**config.mk**
```make
export PLATFORM = sky130hd
export DESIGN_NAME = input_conditioner
export DESIGN_NICKNAME = d
export VERILOG_FILES = /design/src/rtl/input_conditioner_pkg.sv /design/src/rtl/debounce_bit.sv /design/src/rtl/input_conditioner.sv
export SDC_FILE = /design/constraint.sdc
export NUM_CORES = 1
export LEC_CHECK = 0
export ABC_AREA = 0
export CAP_MARGIN = 20
export CORE_UTILIZATION = 65
export CTS_BUF_LIST = sky130_fd_sc_hd__clkbuf_8
export DETAILED_ROUTE_END_ITERATION = 7
export PLACE_DENSITY_LB_ADDON = 0.2
export SKIP_LAST_GASP = 1
export SLEW_MARGIN = 40
export SYNTH_ARGS = -nofsm -noshare
export SYNTH_HDL_FRONTEND = slang
export SYNTH_HIERARCHICAL = 1
export SYNTH_SLANG_ARGS = --single-unit
```
**constraint.sdc**
```tcl
create_clock -name clk -period 3.6 [get_ports clk]
set_input_delay 0.54 -clock clk [delete_from_list [all_inputs] [get_ports clk]]
set_output_delay 0.54 -clock clk [all_outputs]
set_load 0.005 [all_outputs]
```
**src/rtl/input_conditioner_pkg.sv**
```systemverilog
// input_conditioner_pkg: shared types, sizes and helpers
// for the button/switch front end.
package input_conditioner_pkg;

    localparam int N_BTN = 3;
    localparam int N_SW  = 3;

    typedef enum logic [1:0] {
        IDLE       = 2'd0,
        WAIT_FIRST = 2'd1,
        REPEATING  = 2'd2
    } rep_state_t;

    function automatic int ms_to_cycles(input int clk_hz, input int ms);
        return (clk_hz / 1000) * ms;
    endfunction

endpackage

```
**src/rtl/debounce_bit.sv**
```systemverilog
// debounce_bit: two-flop synchroniser plus stable-time filter
// for one active-high input bit.
module debounce_bit
    import input_conditioner_pkg::*;
#(
    parameter int DB_CYC = 1
) (
    input  logic clk,
    input  logic reset,
    input  logic din,
    output logic level
);

    localparam int CW = $clog2(DB_CYC + 1);

    logic          s1;
    logic          s2;
    logic [CW-1:0] cnt;

    // Two-stage synchroniser, reset to the inactive level.
    always_ff @(posedge clk or posedge reset) begin
        if (reset) begin
            s1 <= 1'b0;
            s2 <= 1'b0;
        end else begin
            s1 <= din;
            s2 <= s1;
        end
    end

    // Accept a new level only after DB_CYC consecutive differing samples.
    always_ff @(posedge clk or posedge reset) begin
        if (reset) begin
            cnt   <= '0;
            level <= 1'b0;
        end else if (s2 == level) begin
            cnt <= '0;
        end else if (cnt == CW'(DB_CYC - 1)) begin
            level <= s2;
            cnt   <= '0;
        end else begin
            cnt <= cnt + CW'(1);
        end
    end

endmodule

```
**src/rtl/input_conditioner.sv**
```systemverilog
// input_conditioner: debounced buttons/switches, press pulses,
// auto-repeat and sticky CPU-visible event flags.
module input_conditioner
    import input_conditioner_pkg::*;
#(
    parameter int CLK_HZ          = 50000000,
    parameter int DEBOUNCE_MS     = 10,
    parameter int REPEAT_DELAY_MS = 500,
    parameter int REPEAT_MS       = 150,
    parameter int REPEAT_EN       = 1,
    parameter int BTN_ACTIVE_LOW  = 1
) (
    input  logic             clk,
    input  logic             reset,
    input  logic [N_BTN-1:0] btn_raw,
    input  logic [N_SW-1:0]  sw_raw,
    input  logic [N_BTN-1:0] btn_ack,
    output logic [N_SW-1:0]  sw_states,
    output logic [N_BTN-1:0] btn_level,
    output logic [N_BTN-1:0] btn_press,
    output logic [N_BTN-1:0] btn_edit
);

    localparam int DB_CYC = ms_to_cycles(CLK_HZ, DEBOUNCE_MS);
    localparam int RD_CYC = ms_to_cycles(CLK_HZ, REPEAT_DELAY_MS);
    localparam int RP_CYC = ms_to_cycles(CLK_HZ, REPEAT_MS);
    localparam int R_MAX  = (RD_CYC > RP_CYC) ? RD_CYC : RP_CYC;
    localparam int RW     = $clog2(R_MAX + 1);

    if (DB_CYC < 1 || RD_CYC < 1 || RP_CYC < 1) begin : g_bad_cfg
        $error("input_conditioner: derived cycle counts must be >= 1");
    end

    logic [N_BTN-1:0] btn_cond;
    logic [N_BTN-1:0] lvl_q;
    logic [N_BTN-1:0] rep;

    // Internally a button reads 1 when pressed.
    assign btn_cond = (BTN_ACTIVE_LOW != 0) ? ~btn_raw : btn_raw;

    for (genvar i = 0; i < N_BTN; i++) begin : g_btn_db
        debounce_bit #(.DB_CYC(DB_CYC)) u_db (
            .clk   (clk),
            .reset (reset),
            .din   (btn_cond[i]),
            .level (btn_level[i])
        );
    end

    for (genvar i = 0; i < N_SW; i++) begin : g_sw_db
        debounce_bit #(.DB_CYC(DB_CYC)) u_db (
            .clk   (clk),
            .reset (reset),
            .din   (sw_raw[i]),
            .level (sw_states[i])
        );
    end

    // Previous debounced level, used to mark the first pressed cycle.
    always_ff @(posedge clk or posedge reset) begin
        if (reset) begin
            lvl_q <= '0;
        end else begin
            lvl_q <= btn_level;
        end
    end

    assign btn_press = btn_level & ~lvl_q;

    if (REPEAT_EN != 0) begin : g_rep
        for (genvar i = 0; i < N_BTN; i++) begin : g_fsm
            rep_state_t    state;
            rep_state_t    state_n;
            logic [RW-1:0] rcnt;
            logic [RW-1:0] rcnt_n;
            logic          rep_i;

            // Repeat state and hold-time counter.
            always_ff @(posedge clk or posedge reset) begin
                if (reset) begin
                    state <= IDLE;
                    rcnt  <= '0;
                end else begin
                    state <= state_n;
                    rcnt  <= rcnt_n;
                end
            end

            // Next state and repeat pulse; release always wins.
            always_comb begin
                state_n = state;
                rcnt_n  = rcnt;
                rep_i   = 1'b0;
                unique case (state)
                    IDLE: begin
                        if (btn_press[i]) begin
                            state_n = WAIT_FIRST;
                            rcnt_n  = '0;
                        end
                    end
                    WAIT_FIRST: begin
                        if (!btn_level[i]) begin
                            state_n = IDLE;
                            rcnt_n  = '0;
                        end else if (rcnt == RW'(RD_CYC - 1)) begin
                            rep_i   = 1'b1;
                            rcnt_n  = '0;
                            state_n = REPEATING;
                        end else begin
                            rcnt_n = rcnt + RW'(1);
                        end
                    end
                    REPEATING: begin
                        if (!btn_level[i]) begin
                            state_n = IDLE;
                            rcnt_n  = '0;
                        end else if (rcnt == RW'(RP_CYC - 1)) begin
                            rep_i  = 1'b1;
                            rcnt_n = '0;
                        end else begin
                            rcnt_n = rcnt + RW'(1);
                        end
                    end
                    default: begin
                        state_n = IDLE;
                        rcnt_n  = '0;
                    end
                endcase
            end

            assign rep[i] = rep_i;
        end
    end else begin : g_norep
        assign rep = '0;
    end

    // Sticky event flags: a new event in the ack cycle keeps the flag set.
    always_ff @(posedge clk or posedge reset) begin
        if (reset) begin
            btn_edit <= '0;
        end else begin
            btn_edit <= (btn_edit & ~btn_ack) | btn_press | rep;
        end
    end

endmodule

```
==> results, run 1 <==
- The count of nets after finishing is approximately 1200.
- The launching element of the worst setup path is g_rep.g_fsm[1].rcnt[0].
- In this run, the number of DRC markers left after iteration 0 of detailed routing was 457.
- In this run, CTS created clock tree buffers numbering 37.
- The startpoint identified for the worst register-to-register timing path is g_rep.g_fsm[1].rcnt[0].
- The region available for standard cell placement spans 16800 µm².
- The mean instance size in the synthesized netlist is between 9 and 10 µm².
- The number of maximum-capacitance violations is 0.
- The post-synthesis sequential element count is approximately 220.
- After clock tree synthesis, the repair step resized 0 gates.
- The top cell types in the final layout, fill and taps aside, are sky130_fd_sc_hd__dfrtp_1 (219), sky130_fd_sc_hd__nor2_1 (163), sky130_fd_sc_hd__nand2_1 (90).
- The TritonCTS clock tree is done.
- The number of antenna violations at the first check in global routing was 0.
- The dominant cell type by area after synthesis is sky130_fd_sc_hd__dfrtp_1.
- Summed over all failing endpoints, the final setup total negative slack is 0 ns.
- Cells fill 72.9% of the core in the end.
- The final period utilization is a little under 70%.
- In the routed design, unresolved DRC markers number 0.
- The area added between synthesis and finish is 8.38%.
- Static timing analysis puts the maximum clock frequency at 405 MHz.
- Clock-pin slew was measured on the worst setup and hold paths at 0.06 ns.
- The highest fanout seen on the critical path is 16.
- STA classifies the critical path endpoint as a flop.
- The total overflow reported by the global router is 0.
- Buffers inserted to repair hold after CTS numbered 0.
- The number of nets in the synthesized netlist is 1164.
- IR analysis of the VDD net gives a maximum drop of 0.369 mV.
- The number of enable flip-flop cells after synthesis is 0.
- Counting along the longest clock path gives a buffer depth of 3.
- For this run, the leading register cell type out of synthesis is sky130_fd_sc_hd__dfrtp_1.
- The number of placement rows is between 40 and 50.
- Setup slack closes at 1.13 ns.
- The floorplan step set the die height to about 130 µm.
- The worst reg-to-reg path cell count is 7.
- The tree is rooted in a sky130_fd_sc_hd__clkbuf_8.
- Ranked by total cell area, the synthesized netlist is headed by sky130_fd_sc_hd__dfrtp_1 (48%), sky130_fd_sc_hd__xor2_1 (6.3%), sky130_fd_sc_hd__nor2_1 (5.4%).
- The routability congestion estimate is 0.904.
- After synthesis, the netlist uses 64 different library cells.
- The total vias in the final route is 8429.
- The share of async-settable or async-resettable flops after synthesis is 100%.
- The critical path required time is 3.96 ns.
- The power per unit of standard cell area is 388 nW/µm².
- The floorplan step defined a die boundary enclosing 17900 µm².
- The synthesized cell area is 11300 µm².
- For the worst-skew pair, the clock arrives at the later sink with an insertion delay of ~0.51 ns.
- The clock period could shrink to 2.47 ns.
- Of the synthesized area, sequential elements account for between 40% and 50%.
- The worst pin sits at a relative slew slack of 51.3%.
- The detail route stage leaves a number of antenna-violating nets equal to 0.
- Buffers placed on the I/O ports in this run total 22.
- The via count of the first global-routing pass is 8268.
- The count of endpoints failing hold in the final timing report is 0.
- The run finished with clean final reports.
- In this run the biggest area consumer among cell types represents between 40 and 50% of the synthesized area.
- Entering global routing, the biggest net connects between 50 and 60 pins.
- Counting instances, the worst hold path has a depth of 0.
- The count of warnings emitted by yosys is 6.
- The starting density of the core is 67.3%.
- Setup violations remaining at the end of the flow were counted as 0.
- The register-to-register setup slack is 1.13 ns.
- Including well taps, the total number of placed cells is between 1000 and 1500.
- In the final layout, the share of cells above drive strength 1 is 8.16%.
- The global-route wire length before repair is 37800 µm.
- The type of origin of the critical path is a flop.
- The via density per instance is 5.98.
- Setup repair after global routing left no endpoint under its margin.
- CTS built an H-tree with a depth of 2.
- The data arrival time of the critical path is 2.83 ns.
- The buffer count from post-CTS setup fixing is 0.
- The repair_antennas step left the layout with diodes totalling 0.
- Pin placement for this block handled 23 I/O pins.
- OpenSTA, run right after detailed placement, puts the worst setup slack at 1.05 ns.
- The endpoint of the most critical setup path is g_rep.g_fsm[1].rcnt[23].
- The terminus of the critical flop-to-flop path is g_rep.g_fsm[1].rcnt[23].
- Leaving out fill and tap cells, the most frequent cell in the layout is sky130_fd_sc_hd__dfrtp_1.
- The critical setup path kind is flop to flop.
- The clock skew after layout is 0.0221 ns.
- The number of instances in the synthesized netlist is 1135.
- Global routing used 25.3% of the available tracks.
- Before antenna repair, the detailed router went through 5 iterations.
- The final non-filler cell total is roughly 1400.
- The type of the tightest min-delay check is flop to flop.
- The average wire length per cell after detail routing is 15.4 µm.
- The total half-perimeter wirelength after legalization and detailed placement is 14500 µm.
- The die span in x is about 130 µm.
- In this run the static leakage power is 0.00536 µW.
- The number of sinks on the clock net is between 200 and 250.
- At the pin with the least slew margin, the transition time is 0.725 ns.
- The final count of pins violating max slew is 0.
- For this block, the routed nets add up to 21700 µm of wire.
-- where the power goes --
| group | internal, µW | leakage (µW) | switching, µW |
|---|---|---|---|
| registers | 2490 | 0.00302 | 22.2 |
| logic | 32.5 | 0.00194 | 81.9 |
| clock network | 1180 | 0.000408 | 953 |
-- flip-flops by register name, summed over array words and instances (netlist names), 6 cells and up --
signal	cells
g_sw_db.u_db/cnt	57
g_rep.g_fsm.state	6
g_rep.g_fsm.rcnt	75
g_btn_db.u_db/cnt	57
-- cells in the mapped netlist, types with 6 or more instances --
cell and number:
sky130_fd_sc_hd__and2_1 15, sky130_fd_sc_hd__nor2_1 164, sky130_fd_sc_hd__a21oi_1 33, sky130_fd_sc_hd__o31ai_1 7
sky130_fd_sc_hd__a22o_1 13, sky130_fd_sc_hd__nand3_1 74, sky130_fd_sc_hd__a21bo_1 6, sky130_fd_sc_hd__or4_1 6
sky130_fd_sc_hd__or4b_1 12, sky130_fd_sc_hd__mux2_4 6, sky130_fd_sc_hd__clkbuf_2 7, sky130_fd_sc_hd__nand4b_1 13
sky130_fd_sc_hd__buf_12 6, sky130_fd_sc_hd__nor4_1 18, sky130_fd_sc_hd__nor3_1 25, sky130_fd_sc_hd__o21ai_0 34
sky130_fd_sc_hd__or2_1 6, sky130_fd_sc_hd__xor2_1 81, sky130_fd_sc_hd__inv_1 25, sky130_fd_sc_hd__nand2_1 90
sky130_fd_sc_hd__buf_6 8, sky130_fd_sc_hd__o41ai_1 6, sky130_fd_sc_hd__nor2b_1 7, sky130_fd_sc_hd__clkbuf_1 9
sky130_fd_sc_hd__dfrtp_1 219, sky130_fd_sc_hd__nand2b_1 6, sky130_fd_sc_hd__and4_2 6, sky130_fd_sc_hd__a21o_1 6
sky130_fd_sc_hd__nor3_2 6, sky130_fd_sc_hd__nand4_1 39, sky130_fd_sc_hd__xnor2_1 54, sky130_fd_sc_hd__or3_1 7
sky130_fd_sc_hd__or4_4 6, sky130_fd_sc_hd__and3_1 33, sky130_fd_sc_hd__ha_1 18, sky130_fd_sc_hd__and4_1 18
-- through the flow --
stage	cell area (µm²)	total power (µW)	hold slack, ns
after floorplan	11300	2650	0.331
after global placement	11600	2660	0.333
after detailed placement	11600	2670	0.335
after CTS	12300	4820	0.347
after global routing	12300	4950	0.355
final	12300	4750	0.344
-- worst min path at each step --
stage	from	slack [ns]	to
after global routing	g_sw_db[1].u_db/s1	0.35	g_sw_db[1].u_db/s2
after global placement	g_sw_db[1].u_db/s1	0.33	g_sw_db[1].u_db/s2
after detailed placement	g_sw_db[1].u_db/s1	0.33	g_sw_db[1].u_db/s2
after CTS	g_sw_db[1].u_db/s1	0.35	g_sw_db[1].u_db/s2
final	g_sw_db[1].u_db/s1	0.34	g_sw_db[1].u_db/s2
after floorplan	g_btn_db[0].u_db/s1	0.33	g_btn_db[0].u_db/s2
-- cell families after synthesis --
kind of cell / share of synthesized area [%]
AOI/OAI and AO/OA: 7.39
adders and majority gates: 1.99
DFF: 48.4
xor gates and xnor gates: 10.4
muxes: 1.17
and+or+nand+nor: 27.2
buffers and inverters: 3.38
-- layer usage --
layer / routed length, µm / vias to the layer above / track usage (%)
met5: 0 / - / 0
met4: 376 / 0 / 7.58
met3: 826 / 34 / 4.08
met2: 10300 / 154 / 40.8
met1: 10200 / 4148 / 35.3
li1: - / 4093 / -
-- critical path, stage by stage (launching register included) --
cell,delay [ns]
sky130_fd_sc_hd__dfrtp_1,0.41
sky130_fd_sc_hd__ha_1,0.25
sky130_fd_sc_hd__nor2b_1,0.16
sky130_fd_sc_hd__nand4_1,0.13
sky130_fd_sc_hd__nor3_1,0.35
sky130_fd_sc_hd__o21a_1,0.47
sky130_fd_sc_hd__and2_1,0.46
sky130_fd_sc_hd__nor2_1,0.10
-- area by class of cell --
class                   count  area (µm²)
flip-flops and latches    219        5480
well taps                 220         275
multi-input cells         859        5460
clock buffers              44         606
repair buffers             24         248
fillers                  1263        4550
inverters                  25        95.1
clock inverters            18         105
(Power assumes the default switching activity.)
==> run 2: changes to the inputs <==
--- a/config.mk
+++ b/config.mk
@@ -7,7 +7,7 @@
 export LEC_CHECK = 0
 export ABC_AREA = 0
 export CAP_MARGIN = 20
-export CORE_UTILIZATION = 65
+export CORE_UTILIZATION = 59
 export CTS_BUF_LIST = sky130_fd_sc_hd__clkbuf_8
 export DETAILED_ROUTE_END_ITERATION = 7
 export PLACE_DENSITY_LB_ADDON = 0.2
==> constraint.sdc (replaced) <==
create_clock -name clk -period 2 [get_ports clk]
set_input_delay 0.3 -clock clk [delete_from_list [all_inputs] [get_ports clk]]
set_output_delay 0.3 -clock clk [all_outputs]
set_load 0.005 [all_outputs]
==> run 2 against run 1 <==
The run now ends with setup timing left. Hold slack lost 0.13 ns. Non-clock buffer count grew 114. Wire length grew 13%. Core utilization shrank 0.095 points. Critical path depth is the same. Critical path type unchanged.
==> results, run 2 (synthesized netlist as in run 1, its figures left out) <==
- The length of routed met3 wiring is 940 µm (+14%).
- The area growth from synthesis to layout is 20.8%.
- The path with the worst hold slack has its endpoint at g_sw_db[1].u_db/s1.
- The final worst-path setup slack is -0.0495 ns (-1.18 ns).
- The area of the die came to 19700 µm² (+10%).
- The met1 layer wirelength in the final routing was 11200 µm (+10%).
- The cell family contributing the most delay on the critical path is simple AND/OR/NAND/NOR gates.
- The total overflow reported by the global router is 0 (unchanged).
- The register-to-register setup slack is -0.05 ns (-1.18 ns).
- The final non-filler cell total is 1546 (+9.7%).
- The number of flip-flops in the largest register came to 75 (unchanged).
- The hold path startpoint is sw_raw[1].
- The final period utilization is 102% (+34 points).
- The final critical-path required period is 2.05 ns (-0.423 ns).
- The run finished, with violations left.
- The clock power share was 47.7% (+2.9 points).
- The worst reg-to-reg path cell count came to 7 (unchanged).
- The power per unit of standard cell area was 666 nW/µm² (+72%).
- The largest net degree at the start of global routing is 33 (-44%).
- The hold buffer count at cts is 0 (unchanged).
- The combinational fraction of design power was 2.7% (+0.3 points).
- The startpoint identified for the worst register-to-register timing path is g_rep.g_fsm[2].rcnt[6].
- The clock latency on the worst-skew pair is 0.56 ns (+0.05 ns).
- The count of nets after finishing is 1313 (+9.9%).
- In this run the top signal layer used is met4.
- The post-route setup TNS is -0.282 ns (-0.282 ns).
- The die span in x is 140 µm (+4.9%).
- TritonCTS built the clock tree.
- The top cell types in the final layout, fill and taps aside, are sky130_fd_sc_hd__dfrtp_1 (218), sky130_fd_sc_hd__nor2_1 (158), sky130_fd_sc_hd__buf_4 (103).
- The static leakage power is 0.00610 µW (+14%).
- The largest incremental delay on the critical path is 0.47 ns (about the same).
- The fraction of layout instances using a drive strength above 1 is 19.5% (+11 points).
- The final count of pins violating max slew was 0 (unchanged).
- The checks that failed: setup timing.
- The clock input transition at the sequential cells of the worst setup and hold paths was 0.06 ns (about the same).
- The number of nets with antenna violations after detailed routing is 0 (unchanged).
- The total half-perimeter wirelength after legalization and detailed placement is 16000 µm (+10%).
- STA classifies the critical path endpoint as a flop.
- The most repeated library cell on the critical path is sky130_fd_sc_hd__nand4_1.
- The via count of the first global-routing pass is 8825 (+6.7%).
- The total area of multi-input combinational cells is 5800 µm² (+6.2%).
- The standard cell core area was 18800 µm² (+12%).
- The detailed-routing iteration count for the pre-antenna-repair pass is 5 (unchanged).
- The antenna cell count is 0 (unchanged).
- Ranked by flip-flop count, first place goes to g_rep.g_fsm.rcnt.
- The number of buffers inserted during clock tree synthesis was 38 (+2.7%).
- The net switching power figure is 2050 µW (+93%).
- The cell total after placement is 1455 (+8.0%).
- The routability congestion estimate came to 0.870 (-3.7%).
- STA classifies the critical path startpoint as a flop.
- The achievable clock frequency is 488 MHz (+21%).
- The worst hold path cell count is 1 (+1).
- The register area is 5480 µm² (about the same).
- In the final layout, the registers with the most flip-flops are g_rep.g_fsm.rcnt (75), g_btn_db.u_db/cnt (57), g_sw_db.u_db/cnt (57).
- The total I/O pin count came to 23 (unchanged).
- The internal power is 7050 µW (+91%).
- The maximum vdd ir drop was 0.507 mV (+37%).
- The total met2 wirelength after detailed routing is 11700 µm (+14%).
- The total vias in the final route is 8932 (+6.0%).
- The clock skew after layout was 0.0272 ns (+0.00509 ns).
- The number of maximum-capacitance violations is 0 (unchanged).
- The count of input and output buffers was 22 (unchanged).
- The count of endpoints failing hold in the final timing report came to 0 (unchanged).
- The number of sinks on the clock net was 219 (unchanged).
- The number of antenna violations at the first check in global routing came to 0 (unchanged).
- Setup repair after global routing could not meet its margin everywhere.
- The utilization of the core after routing is 72.8% (-0.095 points).
- The worst-case headroom to the max-slew limit is 66.8% (+15 points).
- The global-route wire length before repair was 41000 µm (+8.5%).
- The maximum clock path buffer count is 3 (unchanged).
- The initial DRC count is 411 (-10%).
- The combined buffer and inverter count along the critical path is 1 (+1).
- The terminus of the critical flop-to-flop path is g_rep.g_fsm[2].rcnt[24].
- The starting density of the core is 60.3% (-7.0 points).
- The number of endpoints failing setup at the final stage is 12 (+12).
- The slowest stage of the critical path is the sky130_fd_sc_hd__a2111oi_4 cell.
- The data arrival time of the critical path came to 2.48 ns (-0.35 ns).
- The die height is 140 µm (+4.9%).
- The number of fill cells is 1318 (+4.4%).
- The net switching share of the total power is 22.5% (+0.24 points).
- The most common library cell in the layout ignoring fill and taps is sky130_fd_sc_hd__dfrtp_1.
- The overall track demand over capacity in global routing is 25.3% (about the same).
- The number of placement rows came to 50 (+6.4%).
- Clock tree synthesis selected as its root buffer the cell sky130_fd_sc_hd__clkbuf_8.
- The critical path required time was 2.43 ns (-1.53 ns).
- The worst-margin pin slew is 0.496 ns (-0.228 ns).
- The total number of H-tree levels was 2 (unchanged).
- The portion of total power attributed to sequential cells is 49.6% (-3.2 points).
- The worst setup path is of the flop to flop kind.
- Traced cell by cell, the critical path runs through buf_6 > nand4_1 > a2111oi_4 > and2_4 > nand4_1 > xor2_1 > nor2_1.
- The via density per instance is 5.78 (-3.4%).
- The number of design rule violations left after detail routing was 0 (unchanged).
- The routed wire length is 24500 µm (+13%).
- The average wire length per cell after detail routing is 15.8 µm (+2.8%).
- The highest fanout seen on the critical path is 5 (-11).
- The type of the tightest min-delay check is input pin to flop.
-- run 2: cell types whose count changed in the layout (fill, tap and decap cells not counted), sizes merged --
cell	previous run	this run
and2	16	19
clkinvlp	0	3
buf	2	116
clkinv	10	8
inv	32	33
clkbuf	44	46
clkdlybuf4s50	22	20
bufinv	1	3
dlymetal6s2s	0	1
dlygate4sd2	0	1
-- run 2: worst register-to-register path, delay by kind of cell (launching register included) --
family          cells  cell delay (ns)
xor+xnor            1             0.22
simple gates        4             0.67
compound gates      1             0.47
buf+inv             1             0.14
flops               1             0.42
-- run 2: repair_timing --
| action | 4_1_cts | 5_1_grt |
|---|---|---|
| cloned | 1 | 2 |
| endpoints found under the setup margin | 66 | 72 |
| pin swaps | 10 | 27 |
| gates resized for setup | 24 | 55 |
| buffers inserted | 9 | 11 |
-- run 2: per-stage QoR --
stage	setup slack (ns)	power [µW]	hold WS, ns	instance area, µm²
2_1_floorplan	0.0269	4760	0.289	11300
3_3_place_gp	-0.253	4840	0.334	12300
3_5_place_dp	-0.338	4850	0.337	12300
4_1_cts	-0.0960	9210	0.184	13300
5_1_grt	-0.150	9450	0.189	13700
6_report	-0.0495	9100	0.212	13700
-- run 2: layout make-up --
class                      instances  area share (%)
multi-input combinational        862            42.4
timing repair buffer             138            8.67
tap                              234            2.14
clock inverter                    22            1.35
sequential                       219            40.1
clock buffer                      46            4.63
inverter                          25           0.714
-- run 2: metal layers --
layer | vias to the layer above | track usage [%]
li1 | 4338 | -
met1 | 4368 | 34.2
met2 | 165 | 41.5
met3 | 61 | 4.34
met4 | 0 | 8.24
met5 | - | 0
-- run 2: power by group through the flow --
stage / Combinational (µW) / Sequential [µW] / Clock, µW
after floorplan: 181 / 4580 / 0
after global placement: 249 / 4590 / 0
after detailed placement: 256 / 4590 / 0
after CTS: 257 / 4510 / 4440
after global routing: 285 / 4510 / 4650
final: 247 / 4510 / 4340
-- run 2: worst max-delay path by stage --
stage | startpoint | to | slack, ns | cells after the start
CTS | g_rep.g_fsm[2].rcnt[0] | g_rep.g_fsm[2].rcnt[24] | -0.1 | 8
global route | g_rep.g_fsm[2].rcnt[6] | g_rep.g_fsm[2].rcnt[24] | -0.15 | 7
detailed placement | g_rep.g_fsm[2].rcnt[10] | g_rep.g_fsm[2].rcnt[24] | -0.34 | 6
floorplan | g_rep.g_fsm[0].rcnt[1] | g_rep.g_fsm[0].rcnt[10] | 0.03 | 8
finish | g_rep.g_fsm[2].rcnt[6] | g_rep.g_fsm[2].rcnt[24] | -0.05 | 7
global placement | g_rep.g_fsm[2].rcnt[10] | g_rep.g_fsm[2].rcnt[10] | -0.25 | 6
==> RTL change: new RTL, config.mk and constraints of run 2 <==
The 3 states of `rep_state_t` get a one-hot encoding in 3 bits.
--- a/src/rtl/input_conditioner_pkg.sv
+++ b/src/rtl/input_conditioner_pkg.sv
@@ -6,8 +6,8 @@
     localparam int N_SW  = 3;
 
-    typedef enum logic [1:0] {
-        IDLE       = 2'd0,
-        WAIT_FIRST = 2'd1,
-        REPEATING  = 2'd2
+    typedef enum logic [2:0] {
+        IDLE       = 3'b001,
+        WAIT_FIRST = 3'b010,
+        REPEATING  = 3'b100
     } rep_state_t;
 
Formal check against the unedited RTL: no difference found for any inputs over 10 cycles, from zero or initial values and one cycle with reset high; not proved beyond that.
==> RTL change against run 2 <==
  * The run still ends with setup timing left
  * Area after synthesis up 1.4%
  * Hold slack worse by 0.073 ns
  * Wire length down 4.3%
  * Cell area down 0.78%
  * Synthesized cell count up 1.4%
  * Setup slack worse by 0.22 ns
  * Sequential cell count up 3
  * Power up 4.7%
  * Sequential share of layout area up 0.89 points
  * Clock skew down 0.014 ns
  * Sequential power up 1%
  * Largest cell class unchanged
  * Largest power group is now clock
==> RTL change: results (changes against run 2) <==
worst_setup_path:
  crit_family: "simple AND/OR/NAND/NOR gates"
  crit_path_max_fanout: 7  # +2
  worstPathArrival_ns: 2.68  # +0.20 ns
  cpPeakStageDelay_ns: 0.54  # +0.07 ns
  crit_slowest_cell: "or4_4"
  reg2reg_from: "g_rep.g_fsm[1].rcnt[24]"
sta:
  final.setup_skew_ns: 0.01349  # -0.01374 ns
  setup_viol: 51  # +39
  setup_slack_ns: -0.2692  # -0.2197 ns
  relSlewSlack: 0.4992  # -0.1688
layout:
  multi_input_comb_cells: 861  # -0.12%
  nNonClkBuffers: 126  # -8.7%
  nonClkBufAreaFrac: 0.07804  # -0.008637
  fillers: 1392  # +5.6%
  nets: 1298  # -1.1%
  drive_above_1_share: 0.1766  # -0.01852
  multi_input_area_share: 0.4125  # -0.01143
  clkbuf_count: 55  # +20%
  inverters: 28  # +12%
  seq_share: 0.4099  # +0.008865
  diodes: 0  # unchanged
  final-clk-cell-share: 0.06753  # +0.007757
power_and_ir_drop:
  ir_worst_vdd_uv: 664.7  # +31%
  seq_power_share: 0.480  # -0.016
  p_clk_mw: 4.70  # +8.3%
  p_switching_mw: 2.058  # +0.62%
  p_leak_nw: 5.857  # -4.0%
global_route:
  grt_use_met3: 0.03679  # -0.006632
  grt_max_degree: 23  # -30%
  use_met2: 0.3934  # -0.02130
  grt_pass1_wl_um: 40040  # -2.4%
  grt_pass1_vias: 8640  # -2.1%
  gr-usage-met1: 0.3343  # -0.008133
synth:
  synth-xor-area-share: 0.1122  # +0.007675
  synthMuxAreaShare: 0.009700  # -0.002019
  ys_types: 65  # +1.6%
  syn_inst: 1151  # +1.4%
  synth-seq-cells: 222  # +1.4%
  synthTopCellsByArea: "dfrtp_1, xnor2_1, xor2_1"
  synth_compound_gate_area_share: 0.07913  # +0.005275
  ys_seq_area_frac: 0.4843  # about the same
  netlist_top_cells_count: "dfrtp_1, nor2_1, xnor2_1"
  yosys.area_share.adder: 0.009809  # -0.01009
detailed_routing:
  drt-met1-wl_um: 10880  # -3.1%
  wl_per_cell_um: 14.94  # -5.7%
  met3_length_um: 798  # -15%
  wl_met2_um: 11210  # -4.5%
  drtIter0Drc: 454  # +10%
  drt-total-wl_um: 23420  # -4.3%
  vias: 8953  # +0.24%
place:
  place_hpwl_um: 15570  # -2.9%
  dp_cells: 1489  # +2.3%
  pre_cts_ws_ns: -0.2647  # +0.07368 ns
outcome:
  violations: "setup timing"
  status: "finished, violations left"
clock_network:
  numCtsBuffers: 39  # +2.6%
  h-tree-depth: 2  # unchanged
  clk_latency_ns: 0.53  # -0.03 ns
  root_buffer: "clkbuf_8"
worst_hold_path:
  hp-class: "primary input to async pin"
RTL change: cell types whose count changed after synthesis, moves of 7 or more:
cell / change
ha_1: -9
a21oi_1: +34
xor2_1: -14
nand2_1: -12
nor2_1: -22
clkbuf_1: +7
a22o_1: -10
or3_1: +8
o21ai_0: -14
xnor2_1: +26
nor4_1: +9
RTL change: logic make-up (layout without fill, tap and decap cells):
group,after synthesis,after routing
xor gates and xnor gates,147,147
adders and majority gates,9,9
AOI/OAI and AO/OA,141,141
DFF,222,222
buffers and inverters,69,225
and+or+nand+nor,555,556
muxes,8,8
RTL change: metrics by stage:
stage | utilization | hold slack [ns] | area (µm²) | TNS, ns | total power [mW]
final | 0.7179 | 0.1390 | 13560 | -10.62 | 9.523
after global routing | 0.7179 | 0.1602 | 13560 | -13.85 | 9.900
after CTS | 0.7142 | 0.1249 | 13490 | -9.616 | 9.654
after detailed placement | 0.6612 | 0.3370 | 12490 | -10.48 | 4.907
after global placement | 0.6610 | 0.3316 | 12490 | -9.906 | 4.900
after floorplan | - | 0.2892 | 11510 | -7.635 | 4.825
RTL change: final timing paths:
| kind | cells past startpoint | slack, ns | end |
|---|---|---|---|
| max in group asynchronous | 3 | 1.27 | g_rep.g_fsm[2].rcnt[7] |
| min in group clk | 1 | 0.22 | g_sw_db[0].u_db/s1 |
| max reg2reg | 5 | -0.27 | g_rep.g_fsm[1].rcnt[2] |
| min | 2 | 0.14 | g_rep.g_fsm[0].state[2] |
| max | 5 | -0.27 | g_rep.g_fsm[1].rcnt[2] |
| min reg2reg | 0 | 0.35 | g_sw_db[1].u_db/s2 |
RTL change: what timing repair did:
action,in CTS,in global routing
cloned,1,1
gates resized for setup,12,13
endpoints found under the setup margin,75,79
pin swaps,8,6
setup buffers,5,2
